`src/rtl/muldiv_unit.sv`:
```
// Iterative RV32M multiply/divide unit. A radix-2 shift-add multiplier and a restoring
// divider share one 2*Data_Width accumulator. Divide corner cases take a one-cycle fast path.
module muldiv_unit #(
   parameter int Data_Width = 32,
   parameter int Op_Width   = 3
) (
   input  logic                  clk_i,
   input  logic                  rst_i,
   input  logic                  valid_i,
   output logic                  ready_o,
   input  logic [Op_Width-1:0]   opsel_i,
   input  logic [Data_Width-1:0] operand_a_i,
   input  logic [Data_Width-1:0] operand_b_i,
   input  logic                  flush_i,
   output logic                  valid_o,
   output logic [Data_Width-1:0] result_o,
   output logic                  busy_o
);
   localparam int CW = $clog2(Data_Width);
   localparam logic [CW-1:0] LAST_CNT = CW'(Data_Width - 1);
   localparam logic [Data_Width-1:0] MIN_SIGNED = {1'b1, {(Data_Width-1){1'b0}}};

   localparam logic [2:0] OP_MUL    = 3'd0;
   localparam logic [2:0] OP_MULH   = 3'd1;
   localparam logic [2:0] OP_MULHSU = 3'd2;
   localparam logic [2:0] OP_MULHU  = 3'd3;
   localparam logic [2:0] OP_DIV    = 3'd4;
   localparam logic [2:0] OP_DIVU   = 3'd5;
   localparam logic [2:0] OP_REM    = 3'd6;
   localparam logic [2:0] OP_REMU   = 3'd7;

   typedef enum logic [1:0] {IDLE, CALC, DONE} state_t;

   state_t                  r_state;
   state_t                  w_state_next;
   logic [CW-1:0]           r_cnt;
   logic [2*Data_Width-1:0] r_acc;
   logic [Data_Width-1:0]   r_opnd;
   logic [2:0]              r_op;
   logic                    r_neg;
   logic [Data_Width-1:0]   r_result;

   logic [2:0]              w_op;
   logic                    w_sa;
   logic                    w_sb;
   logic                    w_neg;
   logic [Data_Width-1:0]   w_mag_a;
   logic [Data_Width-1:0]   w_mag_b;
   logic                    w_accept;
   logic                    w_b_zero;
   logic                    w_fast;
   logic [Data_Width-1:0]   w_fast_result;
   logic [Data_Width:0]     w_add;
   logic [Data_Width:0]     w_shift;
   logic [Data_Width:0]     w_diff;
   logic [2*Data_Width-1:0] w_acc_step;
   logic [2*Data_Width-1:0] w_prod;
   logic [Data_Width-1:0]   w_quo;
   logic [Data_Width-1:0]   w_rem;
   logic [Data_Width-1:0]   w_final;

   // Encodings beyond the eight RV32M ops fall back to MUL.
   always_comb begin
      w_op = opsel_i[2:0];
      if ((opsel_i >> 3) != '0) begin
         w_op = OP_MUL;
      end
   end

   always_comb begin
      w_sa = 1'b0;
      w_sb = 1'b0;
      case (w_op)
         OP_MUL, OP_MULH, OP_DIV, OP_REM: begin
            w_sa = operand_a_i[Data_Width-1];
            w_sb = operand_b_i[Data_Width-1];
         end
         OP_MULHSU: w_sa = operand_a_i[Data_Width-1];
         default: ;
      endcase
      w_neg   = (w_op == OP_REM) ? w_sa : (w_sa ^ w_sb);
      w_mag_a = w_sa ? (~operand_a_i + 1'b1) : operand_a_i;
      w_mag_b = w_sb ? (~operand_b_i + 1'b1) : operand_b_i;
   end

   assign w_accept = (r_state == IDLE) && valid_i && !flush_i;
   assign w_b_zero = (operand_b_i == '0);

   always_comb begin
      w_fast        = 1'b0;
      w_fast_result = '0;
      if (w_op[2] && w_b_zero) begin
         w_fast        = 1'b1;
         w_fast_result = (w_op == OP_DIV || w_op == OP_DIVU) ? '1 : operand_a_i;
      end else if ((w_op == OP_DIV || w_op == OP_REM) &&
                   operand_a_i == MIN_SIGNED && operand_b_i == '1) begin
         w_fast        = 1'b1;
         w_fast_result = (w_op == OP_DIV) ? MIN_SIGNED : '0;
      end
   end

   // Multiply keeps {partial, multiplier}; divide keeps {remainder, dividend/quotient}.
   always_comb begin
      w_add   = {1'b0, r_acc[2*Data_Width-1:Data_Width]} +
                (r_acc[0] ? {1'b0, r_opnd} : '0);
      w_shift = {r_acc[2*Data_Width-1:Data_Width], r_acc[Data_Width-1]};
      w_diff  = w_shift - {1'b0, r_opnd};
      if (!r_op[2]) begin
         w_acc_step = {w_add, r_acc[Data_Width-1:1]};
      end else if (w_diff[Data_Width]) begin
         w_acc_step = {w_shift[Data_Width-1:0], r_acc[Data_Width-2:0], 1'b0};
      end else begin
         w_acc_step = {w_diff[Data_Width-1:0], r_acc[Data_Width-2:0], 1'b1};
      end
   end

   always_comb begin
      w_prod = r_neg ? (~w_acc_step + 1'b1) : w_acc_step;
      w_quo  = r_neg ? (~w_acc_step[Data_Width-1:0] + 1'b1) : w_acc_step[Data_Width-1:0];
      w_rem  = r_neg ? (~w_acc_step[2*Data_Width-1:Data_Width] + 1'b1)
                     : w_acc_step[2*Data_Width-1:Data_Width];
      case (r_op)
         OP_MUL:                       w_final = w_prod[Data_Width-1:0];
         OP_MULH, OP_MULHSU, OP_MULHU: w_final = w_prod[2*Data_Width-1:Data_Width];
         OP_DIV, OP_DIVU:              w_final = w_quo;
         default:                      w_final = w_rem;
      endcase
   end

   always_ff @(posedge clk_i or posedge rst_i) begin
      if (rst_i) begin
         r_state <= IDLE;
      end else begin
         r_state <= w_state_next;
      end
   end

   always_comb begin
      w_state_next = r_state;
      ready_o      = 1'b0;
      valid_o      = 1'b0;
      busy_o       = 1'b1;
      case (r_state)
         IDLE: begin
            ready_o = 1'b1;
            busy_o  = 1'b0;
            if (w_accept) begin
               w_state_next = w_fast ? DONE : CALC;
            end
         end
         CALC: begin
            if (flush_i) begin
               w_state_next = IDLE;
            end else if (r_cnt == LAST_CNT) begin
               w_state_next = DONE;
            end
         end
         DONE: begin
            valid_o      = !flush_i;
            w_state_next = IDLE;
         end
         default: w_state_next = IDLE;
      endcase
   end

   always_ff @(posedge clk_i or posedge rst_i) begin
      if (rst_i) begin
         r_cnt    <= '0;
         r_acc    <= '0;
         r_opnd   <= '0;
         r_op     <= '0;
         r_neg    <= 1'b0;
         r_result <= '0;
      end else if (w_accept) begin
         r_op  <= w_op;
         r_neg <= w_neg;
         r_cnt <= '0;
         if (w_op[2]) begin
            r_acc  <= {{Data_Width{1'b0}}, w_mag_a};
            r_opnd <= w_mag_b;
         end else begin
            r_acc  <= {{Data_Width{1'b0}}, w_mag_b};
            r_opnd <= w_mag_a;
         end
         if (w_fast) begin
            r_result <= w_fast_result;
         end
      end else if (r_state == CALC && !flush_i) begin
         r_acc <= w_acc_step;
         r_cnt <= r_cnt + 1'b1;
         if (r_cnt == LAST_CNT) begin
            r_result <= w_final;
         end
      end
   end

   assign result_o = r_result;

endmodule
```
`config.mk`:
```
export PLATFORM = sky130hd
export DESIGN_NAME = muldiv_unit
export DESIGN_NICKNAME = d
export VERILOG_FILES = /design/src/rtl/muldiv_unit.sv
export SDC_FILE = /design/constraint.sdc
export NUM_CORES = 1
export LEC_CHECK = 0
export ABC_AREA = 1
export CAP_MARGIN = 20
export CORE_AREA = 2 2 191 193
export CTS_BUF_LIST = sky130_fd_sc_hd__clkbuf_4
export CTS_CLUSTER_SIZE = 10
export DETAILED_ROUTE_END_ITERATION = 8
export DIE_AREA = 0 0 193 195
export PLACE_DENSITY = 0.65
export SLEW_MARGIN = 15
export SYNTH_ARGS = -nofsm -noshare
export SYNTH_HDL_FRONTEND = slang
export SYNTH_SLANG_ARGS = --single-unit
```
`constraint.sdc`:
```
create_clock -name clk_i -period 4.6 [get_ports clk_i]
set_input_delay 0.46 -clock clk_i [delete_from_list [all_inputs] [get_ports clk_i]]
set_output_delay 0.46 -clock clk_i [all_outputs]
set_load 0.01 [all_outputs]
```
Yosys cells after proc, flatten, opt, wreduce, memory -nomap -nowiden
Cells that the tools add are included.
{"block": "totals", "register_bits": 139, "output_inout_bits": 35}
{"block": "classes", "n_addsub": 8, "n_bitwise": 6, "eq_ne": 18, "mux": 36, "n_reduce_logical": 21}
{"op": "32-bit 2-to-1 mux", "n": 15}
{"op": "64-bit 2-to-1 mux", "n": 5}
{"op": "32-bit by 1-bit adder with 32-bit output (second input constant)", "n": 4}
{"op": "32-bit NOT", "n": 4}
{"op": "32-bit one-hot mux with 3 select lines", "n": 1}
{"op": "64-bit by 1-bit adder with 64-bit output (second input constant)", "n": 1}
{"op": "32-bit equality test (second input constant)", "n": 2}
{"op": "64-bit NOT", "n": 1}
{"op": "32-bit by 32-bit adder with 33-bit output", "n": 1}
{"op": "33-bit by 32-bit subtractor with 33-bit output", "n": 1}
{"op": "32-bit zero test", "n": 1}
{"op": "3-bit equality test (second input constant)", "n": 5}
{"op": "5-bit 2-to-1 mux", "n": 2}
{"op": "3-bit by 2-bit equality test with 1-bit output (second input constant)", "n": 3}
{"op": "1-bit 2-to-1 mux", "n": 8}
{"op": "2-bit 2-to-1 mux", "n": 4}
{"op": "3-bit by 1-bit equality test with 1-bit output (second input constant)", "n": 2}
{"op": "1-bit logical AND", "n": 6}
{"op": "3-bit zero test", "n": 2}
{"op": "5-bit by 1-bit adder with 5-bit output (second input constant)", "n": 1}
{"op": "5-bit equality test (second input constant)", "n": 1}
{"op": "5-bit OR reduction", "n": 1}
{"op": "2-bit one-hot mux with 2 select lines", "n": 1}
{"op": "2-bit nonzero test", "n": 2}
{"op": "other kinds (14)", "n": 15}

Logic depth before layout (Yosys ltp)
{"block": "depth", "depth_word": 10, "mapped_depth": 34, "depth_no_buf": 33}

Worst setup path after synthesis
No wires, ideal clock.
{"block": "synth_timing", "path_kind": "flip-flop to flip-flop", "startpoint": "register r_acc[31]", "endpoint": "register r_result[0] (netlist: result_o[0])", "synth_period_minus_slack_ns": 4.025, "setup_time_ns": 0.126, "required_time_ns": 4.474, "slack_ns": 0.575, "t_arrival_ns": 3.899, "stages_incl_launch_ff": 30, "cell_sequence": "dfrtp_1 -> inv_1 -> ha_1 -> inv_1 -> fa_1 -> nand2_1 -> nand2_1 -> nand3_1 -> nand2_1 -> nand2_2 -> nand2_4 -> nand2_4 -> nand3_4 -> nand3_4 -> nand2_2 -> inv_1 -> ha_1 -> nand3_1 -> nor3_2 -> nand3_1 -> nor2_1 -> nand3_1 -> nor3_1 -> nand4_1 -> nand2_1 -> buf_4 -> xor2_1 -> o22ai_1 -> o21ai_0 -> a2bb2oi_1"}
{"block": "synth_between", "elab_chain_cells": 10, "elab_cells_between_ends": 16}
{"item": "start: declaration", "line_no": "37", "rtl": "logic [2*Data_Width-1:0] r_acc;"}
{"item": "start signal: assignment", "line_no": "179", "rtl": "r_acc <= {{Data_Width{1'b0}}, w_mag_a};"}
{"item": "start signal: assignment", "line_no": "182", "rtl": "r_acc <= {{Data_Width{1'b0}}, w_mag_b};"}
{"item": "start signal: assignment", "line_no": "189", "rtl": "r_acc <= w_acc_step;"}
{"item": "33-bit by 32-bit subtractor with 33-bit output", "line_no": "107", "rtl": "w_diff = w_shift - {1'b0, r_opnd};"}
{"item": "64-bit 2-to-1 mux", "line_no": "110", "rtl": "end else if (w_diff[Data_Width]) begin"}
{"item": "64-bit 2-to-1 mux *", "line_no": "108", "rtl": "if (!r_op[2]) begin"}
{"item": "64-bit NOT, or another cell as far along", "line_no": "118", "rtl": "w_prod = r_neg ? (~w_acc_step + 1'b1) : w_acc_step;"}
{"item": "64-bit by 1-bit adder with 64-bit output, or another cell as far along", "line_no": "118"}
{"item": "64-bit 2-to-1 mux, or another cell as far along", "line_no": "118"}
{"item": "32-bit one-hot mux with 3 select lines *", "line_no": "122", "rtl": "case (r_op)"}
{"item": "32-bit 2-to-1 mux *", "line_no": "191", "rtl": "if (r_cnt == LAST_CNT) begin"}
{"item": "32-bit 2-to-1 mux *", "line_no": "188", "rtl": "end else if (r_state == CALC && !flush_i) begin"}
{"item": "32-bit 2-to-1 mux *", "line_no": "174", "rtl": "end else if (w_accept) begin"}
{"item": "end signal: assignment", "line_no": "186", "rtl": "r_result <= w_fast_result;"}
{"item": "end signal: assignment", "line_no": "192", "rtl": "r_result <= w_final;"}
{"item": "end: declaration", "line_no": "41", "rtl": "logic [Data_Width-1:0] r_result;"}
Every way passes the cells marked *; elsewhere a longest branch is shown, timed or not. The select of a mux whose other input is x is not followed.
A chain may end at the register's enable or synchronous reset.

Final worst setup path
{"block": "layout_timing", "startpoint": "register r_acc[61]", "endpoint": "register r_result[0] (netlist: result_o[0])"}
{"block": "layout_between", "elab_chain_cells": 10, "elab_cells_between_ends": 16}
{"item": "33-bit by 32-bit subtractor with 33-bit output *", "line_no": "107"}
{"item": "64-bit 2-to-1 mux *", "line_no": "110"}
{"item": "64-bit 2-to-1 mux *", "line_no": "108"}
{"item": "64-bit NOT, or another cell as far along", "line_no": "118"}
{"item": "64-bit by 1-bit adder with 64-bit output, or another cell as far along", "line_no": "118"}
{"item": "64-bit 2-to-1 mux, or another cell as far along", "line_no": "118"}
{"item": "32-bit one-hot mux with 3 select lines *", "line_no": "122"}
{"item": "32-bit 2-to-1 mux *", "line_no": "191"}
{"item": "32-bit 2-to-1 mux *", "line_no": "188"}
{"item": "32-bit 2-to-1 mux *", "line_no": "174"}
Marked as above.

==> results by stage <==
Synthesis:
- For this run, the leading register cell type out of synthesis is sky130_fd_sc_hd__dfrtp_1.
- The synthesized design contains 0 enable-type register cells.
- Counting flops with an async set or reset pin after synthesis yields a share of 100%.
- The area of the mapped netlist is roughly 0.018 mm2.
- Summing the sequential cell areas from Yosys gives 19.8% of the chip area.
- The gate count of the mapped netlist is 3,050.
- The number of nets handed over by synthesis was 3,194.
- During synthesis, Yosys emitted a total of 0 warnings.
- The count of cell types in the netlist is 62.
- The post-synthesis area per instance is 5.77 um2.
- The number of register bits inferred by synthesis is ~140.

Drt:
- The first detailed-routing pass took 9 iterations.
- The wire length per cell is 23.7 um.
- For this block, the via count after detailed routing is 22,144.
- The violation count after the first detailed-routing iteration is 3,022.
- The routed via count divided by cell count is 6.12.
- After detailed routing, the total wire length is 85,900 um.
- The number of nets with antenna violations after routing is 0.
- For this run, design rule violations remaining after detail routing come to 0.

Power:
- The clock network is responsible for 7.4% of the overall power.
- The analysis attributes to cell leakage a power of slightly above 10 nW.
- Cell internal power was estimated by the tool at 5.35 mW.
- Combinational logic is responsible for between 70% and 80% of the overall power.
- The highest ir drop seen on vdd is 0.000349 V.
- Of the total power, the share spent switching nets is 61.7%.
- The power per unit of standard cell area is 706 mW/mm2.
- The sequential cell fraction of total power is between 10% and 20%.
- In this run the power spent charging and discharging nets is 8.63 mW.

Layout:
- The post-route netlist has 8.04% of its cells at a drive strength greater than 1.
- The post-layout net count is 3,289.
- The signed area change from the synthesized netlist to the final layout is 12.5%.
- In the final layout, flip-flops and latches occupy 0.00349 mm2.
- In the final layout, the multi-input gates occupy around 0.012 mm2.
- The number of filler instances in the final layout is 3,650.
- Once layout is done, the placed cells without fillers occupy 0.0198 mm2.

Global route:
- The via count of the first global-routing pass came to 20,550.
- The first global-routing pass estimated around 130,000 um of wire.
- The initial antenna violation count is 5.
- The overflow left after global routing is 0.
- In the global route stage, overall resource usage came out at around 46%.
- Entering global routing, the biggest net connects 88 pins.

CTS:
- The count of H-tree levels built during CTS is 4.
- Counting the buffers created by CTS gives 17.
- The CTS tree is built.
- No sink is reached through more buffers than the 2 on the longest clock path.
- The cell at the root of the clock tree is sky130_fd_sc_hd__clkbuf_4.
- Clock-pin slew was measured on the worst setup and hold paths at 0.18 ns.
- CTS saw 139 sinks.
- The worst-skew pair later-pin latency is 0.64 ns.
- For this design, the CTS-stage hold fixing added 0 buffers.

Floorplan:
- For this design the top-level I/O count stands at 106.
- The number of cell rows is slightly below 70.
- The core area is 0.0354 mm2.
- The die outline area is 0.0376 mm2.
- The horizontal die dimension is 193 um.
- The initial core utilization is 49.7%.
- The overall die height is 195 um.

Placed design:
- The number of buffers inserted by port buffering is 105.
- The HPWL after detailed placement is 68,900 um.
- The post-place instance area is 0.0193 mm2.
- The final weighted congestion in routability-driven placement is 1.14.

Worst setup path:
- The path type of the worst setup path is flop to flop.
- STA classifies the critical path startpoint as a flop.
- For the worst setup path, the data required time is 5.10 ns.
- The top fanout value on the critical path is 7.
- Data on the critical path arrives at its endpoint at 4.95 ns.
- The kind of capture point of the worst setup path is a flop.

Timing:
- The largest clock skew in the final design is 0.0555 ns.
- The final max-slew violation count came to 0.
- The worst hold slack across all endpoints is 0.395 ns.
- The number of hold violations in the final report came to 0.
- The maximum frequency from static timing analysis is 225 MHz.
- In the final timing run, aggregate negative setup slack is 0 ns.
- Of the available clock period, the critical path in the final layout requires 96.8%.
- The slew at the pin closest to its max-slew limit is 1.10 ns.
- Measured against its own limit, the worst slew margin works out to 25.6%.
- Setup violations remaining at the end of the flow were counted as 0.
- The worst path needs 4.45 ns of the cycle, external delays included.

Run:
- Across the run, the number of max-cap violations was 0.

Run status:
- The flow ran to the end, and the final reports show no timing, DRC or antenna violations.

Min path:
- In this run the worst hold path is classified as input port to async pin.
[metrics by stage]
stage,util (%),total power [mW],instances,setup slack (ns)
2_1_floorplan,-,8.37,3050,0.415
3_3_place_gp,54.5,12.1,3582,0.260
3_5_place_dp,54.5,12.2,3582,0.140
4_1_cts,55.5,13.3,3614,0.122
5_1_grt,56.0,14.8,3620,-0.159
6_report,56.0,14.0,3621,0.146
[power by group through the flow]
stage | Sequential, mW | Combinational [mW] | Clock [mW]
after floorplan | 1.97 | 6.40 | 0
after global placement | 2.10 | 10.0 | 0
after detailed placement | 2.11 | 10.1 | 0
after CTS | 2.09 | 10.2 | 1.03
after global routing | 2.16 | 11.5 | 1.08
final | 2.14 | 10.8 | 1.04
[per-layer routing]
layer	wire [um]	GRT usage, %	vias up
li1	-	-	10013
met1	31300	56.1	10071
met2	36100	68.5	1698
met3	10200	10.3	360
met4	8220	35.3	2
met5	17	0	-
[worst max-delay path: stages, from the launching register on]
cell,delay (ns)
sky130_fd_sc_hd__dfrtp_1,0.55
sky130_fd_sc_hd__ha_1,0.45
sky130_fd_sc_hd__nand2_1,0.10
sky130_fd_sc_hd__nor2_1,0.12
sky130_fd_sc_hd__and2_2,0.20
sky130_fd_sc_hd__and2_4,0.16
sky130_fd_sc_hd__nand2_4,0.07
sky130_fd_sc_hd__nand2_4,0.08
sky130_fd_sc_hd__nand2_4,0.10
sky130_fd_sc_hd__nand3_4,0.12
sky130_fd_sc_hd__nand2_2,0.06
sky130_fd_sc_hd__inv_1,0.09
sky130_fd_sc_hd__ha_2,0.20
sky130_fd_sc_hd__nand3_2,0.13
sky130_fd_sc_hd__nor3_4,0.28
sky130_fd_sc_hd__nand3_4,0.14
sky130_fd_sc_hd__nor2_4,0.12
sky130_fd_sc_hd__nand3_1,0.11
sky130_fd_sc_hd__nor3_2,0.25
sky130_fd_sc_hd__nand4_1,0.24
sky130_fd_sc_hd__nand2_4,0.20
sky130_fd_sc_hd__xor2_1,0.15
sky130_fd_sc_hd__o22ai_1,0.07
sky130_fd_sc_hd__o21ai_0,0.20
sky130_fd_sc_hd__a2bb2oi_1,0.10
[placed cells by master, fill, tap and decap left out, drive strengths merged, types with 21 or more instances in the layout]
cell type and instances:
o21ai 201, or2 34, nand3b 21, a21oi 164, ha 71, nand3 242, o221ai 33, inv 500
buf 68, clkdlybuf4s50 105, o22ai 35, nor3 42, nand2 940, dfrtp 139, xor2 79, nand4 49
nor2 292
[area by class of cell]
class	count	share of cell area, %
multi-input combinational	2318	60.4
sequential	139	17.6
inverter	496	9.42
timing repair buffer	173	7.94
tap	461	2.91
clock inverter	15	1.06
clock buffer	17	0.644
antenna	2	0.0253
[cells by family after synthesis]
family                     Yosys count  share of synthesized area [%]
and+or+nand+nor                   1638                           40.4
buffers and inverters              594                           13.1
AOI/OAI and AO/OA                  513                           16.9
DFF                                139                           19.8
xor gates and xnor gates            93                           4.63
adders and majority gates           73                           5.27
[synth_stat cells, types with 4 or more instances]
cell type / instances / area [um2]
sky130_fd_sc_hd__nor4_1: 11 / 68.8
sky130_fd_sc_hd__buf_1: 10 / 37.5
sky130_fd_sc_hd__a31oi_1: 9 / 56.3
sky130_fd_sc_hd__clkbuf_1: 66 / 248
sky130_fd_sc_hd__or2_2: 32 / 200
sky130_fd_sc_hd__nand3_1: 236 / 1180
sky130_fd_sc_hd__nand2_2: 31 / 194
sky130_fd_sc_hd__nor2_1: 270 / 1010
sky130_fd_sc_hd__inv_1: 482 / 1810
sky130_fd_sc_hd__o22ai_1: 35 / 219
sky130_fd_sc_hd__nand4_1: 49 / 307
sky130_fd_sc_hd__o21bai_1: 11 / 82.6
sky130_fd_sc_hd__dfrtp_1: 139 / 3480
sky130_fd_sc_hd__o221ai_1: 33 / 289
sky130_fd_sc_hd__o21ai_1: 19 / 95.1
sky130_fd_sc_hd__a21boi_1: 15 / 113
sky130_fd_sc_hd__ha_1: 71 / 888
sky130_fd_sc_hd__a21oi_1: 161 / 806
sky130_fd_sc_hd__nand3b_1: 21 / 158
sky130_fd_sc_hd__a2bb2oi_1: 5 / 43.8
sky130_fd_sc_hd__a22oi_1: 10 / 75.1
sky130_fd_sc_hd__nand3_2: 4 / 40.0
sky130_fd_sc_hd__nand2_4: 4 / 45.0
sky130_fd_sc_hd__nor3_2: 5 / 50.1
sky130_fd_sc_hd__inv_2: 13 / 48.8
sky130_fd_sc_hd__o21ai_0: 179 / 896
sky130_fd_sc_hd__o211ai_1: 12 / 90.1
sky130_fd_sc_hd__buf_2: 11 / 55.1
sky130_fd_sc_hd__xor2_1: 79 / 692
sky130_fd_sc_hd__nand2_1: 903 / 3390
sky130_fd_sc_hd__nor3_1: 37 / 185
sky130_fd_sc_hd__nor2_2: 20 / 125
sky130_fd_sc_hd__xnor2_1: 14 / 123
sky130_fd_sc_hd__buf_4: 7 / 52.6
[flip-flops by register name, indices dropped and copies added (netlist names)]
register	cells
r_acc	64
r_cnt	5
r_neg	1
r_op	3
r_opnd	32
r_state	2
result_o	32
[worst paths after layout]
path,slack [ns],start,depth (start not counted),end
setup / recovery,0.15,r_acc[61]$_DFFE_PP0P_,24,result_o[0]$_DFFE_PP0P_
hold / removal,0.40,rst_i,2,r_opnd[11]$_DFFE_PP0P_
setup reg to reg,0.15,r_acc[61]$_DFFE_PP0P_,24,result_o[0]$_DFFE_PP0P_
hold reg to reg,0.48,r_cnt[3]$_DFFE_PP0P_,1,r_cnt[3]$_DFFE_PP0P_
max in group asynchronous,3.37,rst_i,3,r_acc[39]$_DFFE_PP0P_
min in group clk_i,0.48,r_cnt[3]$_DFFE_PP0P_,1,r_cnt[3]$_DFFE_PP0P_
[timing repair]
action,4_1_cts,5_1_grt
resized for setup,0,30
buffers inserted,0,4
setup endpoints to repair,0,18
Note: power is estimated with default switching activity, not from simulation.
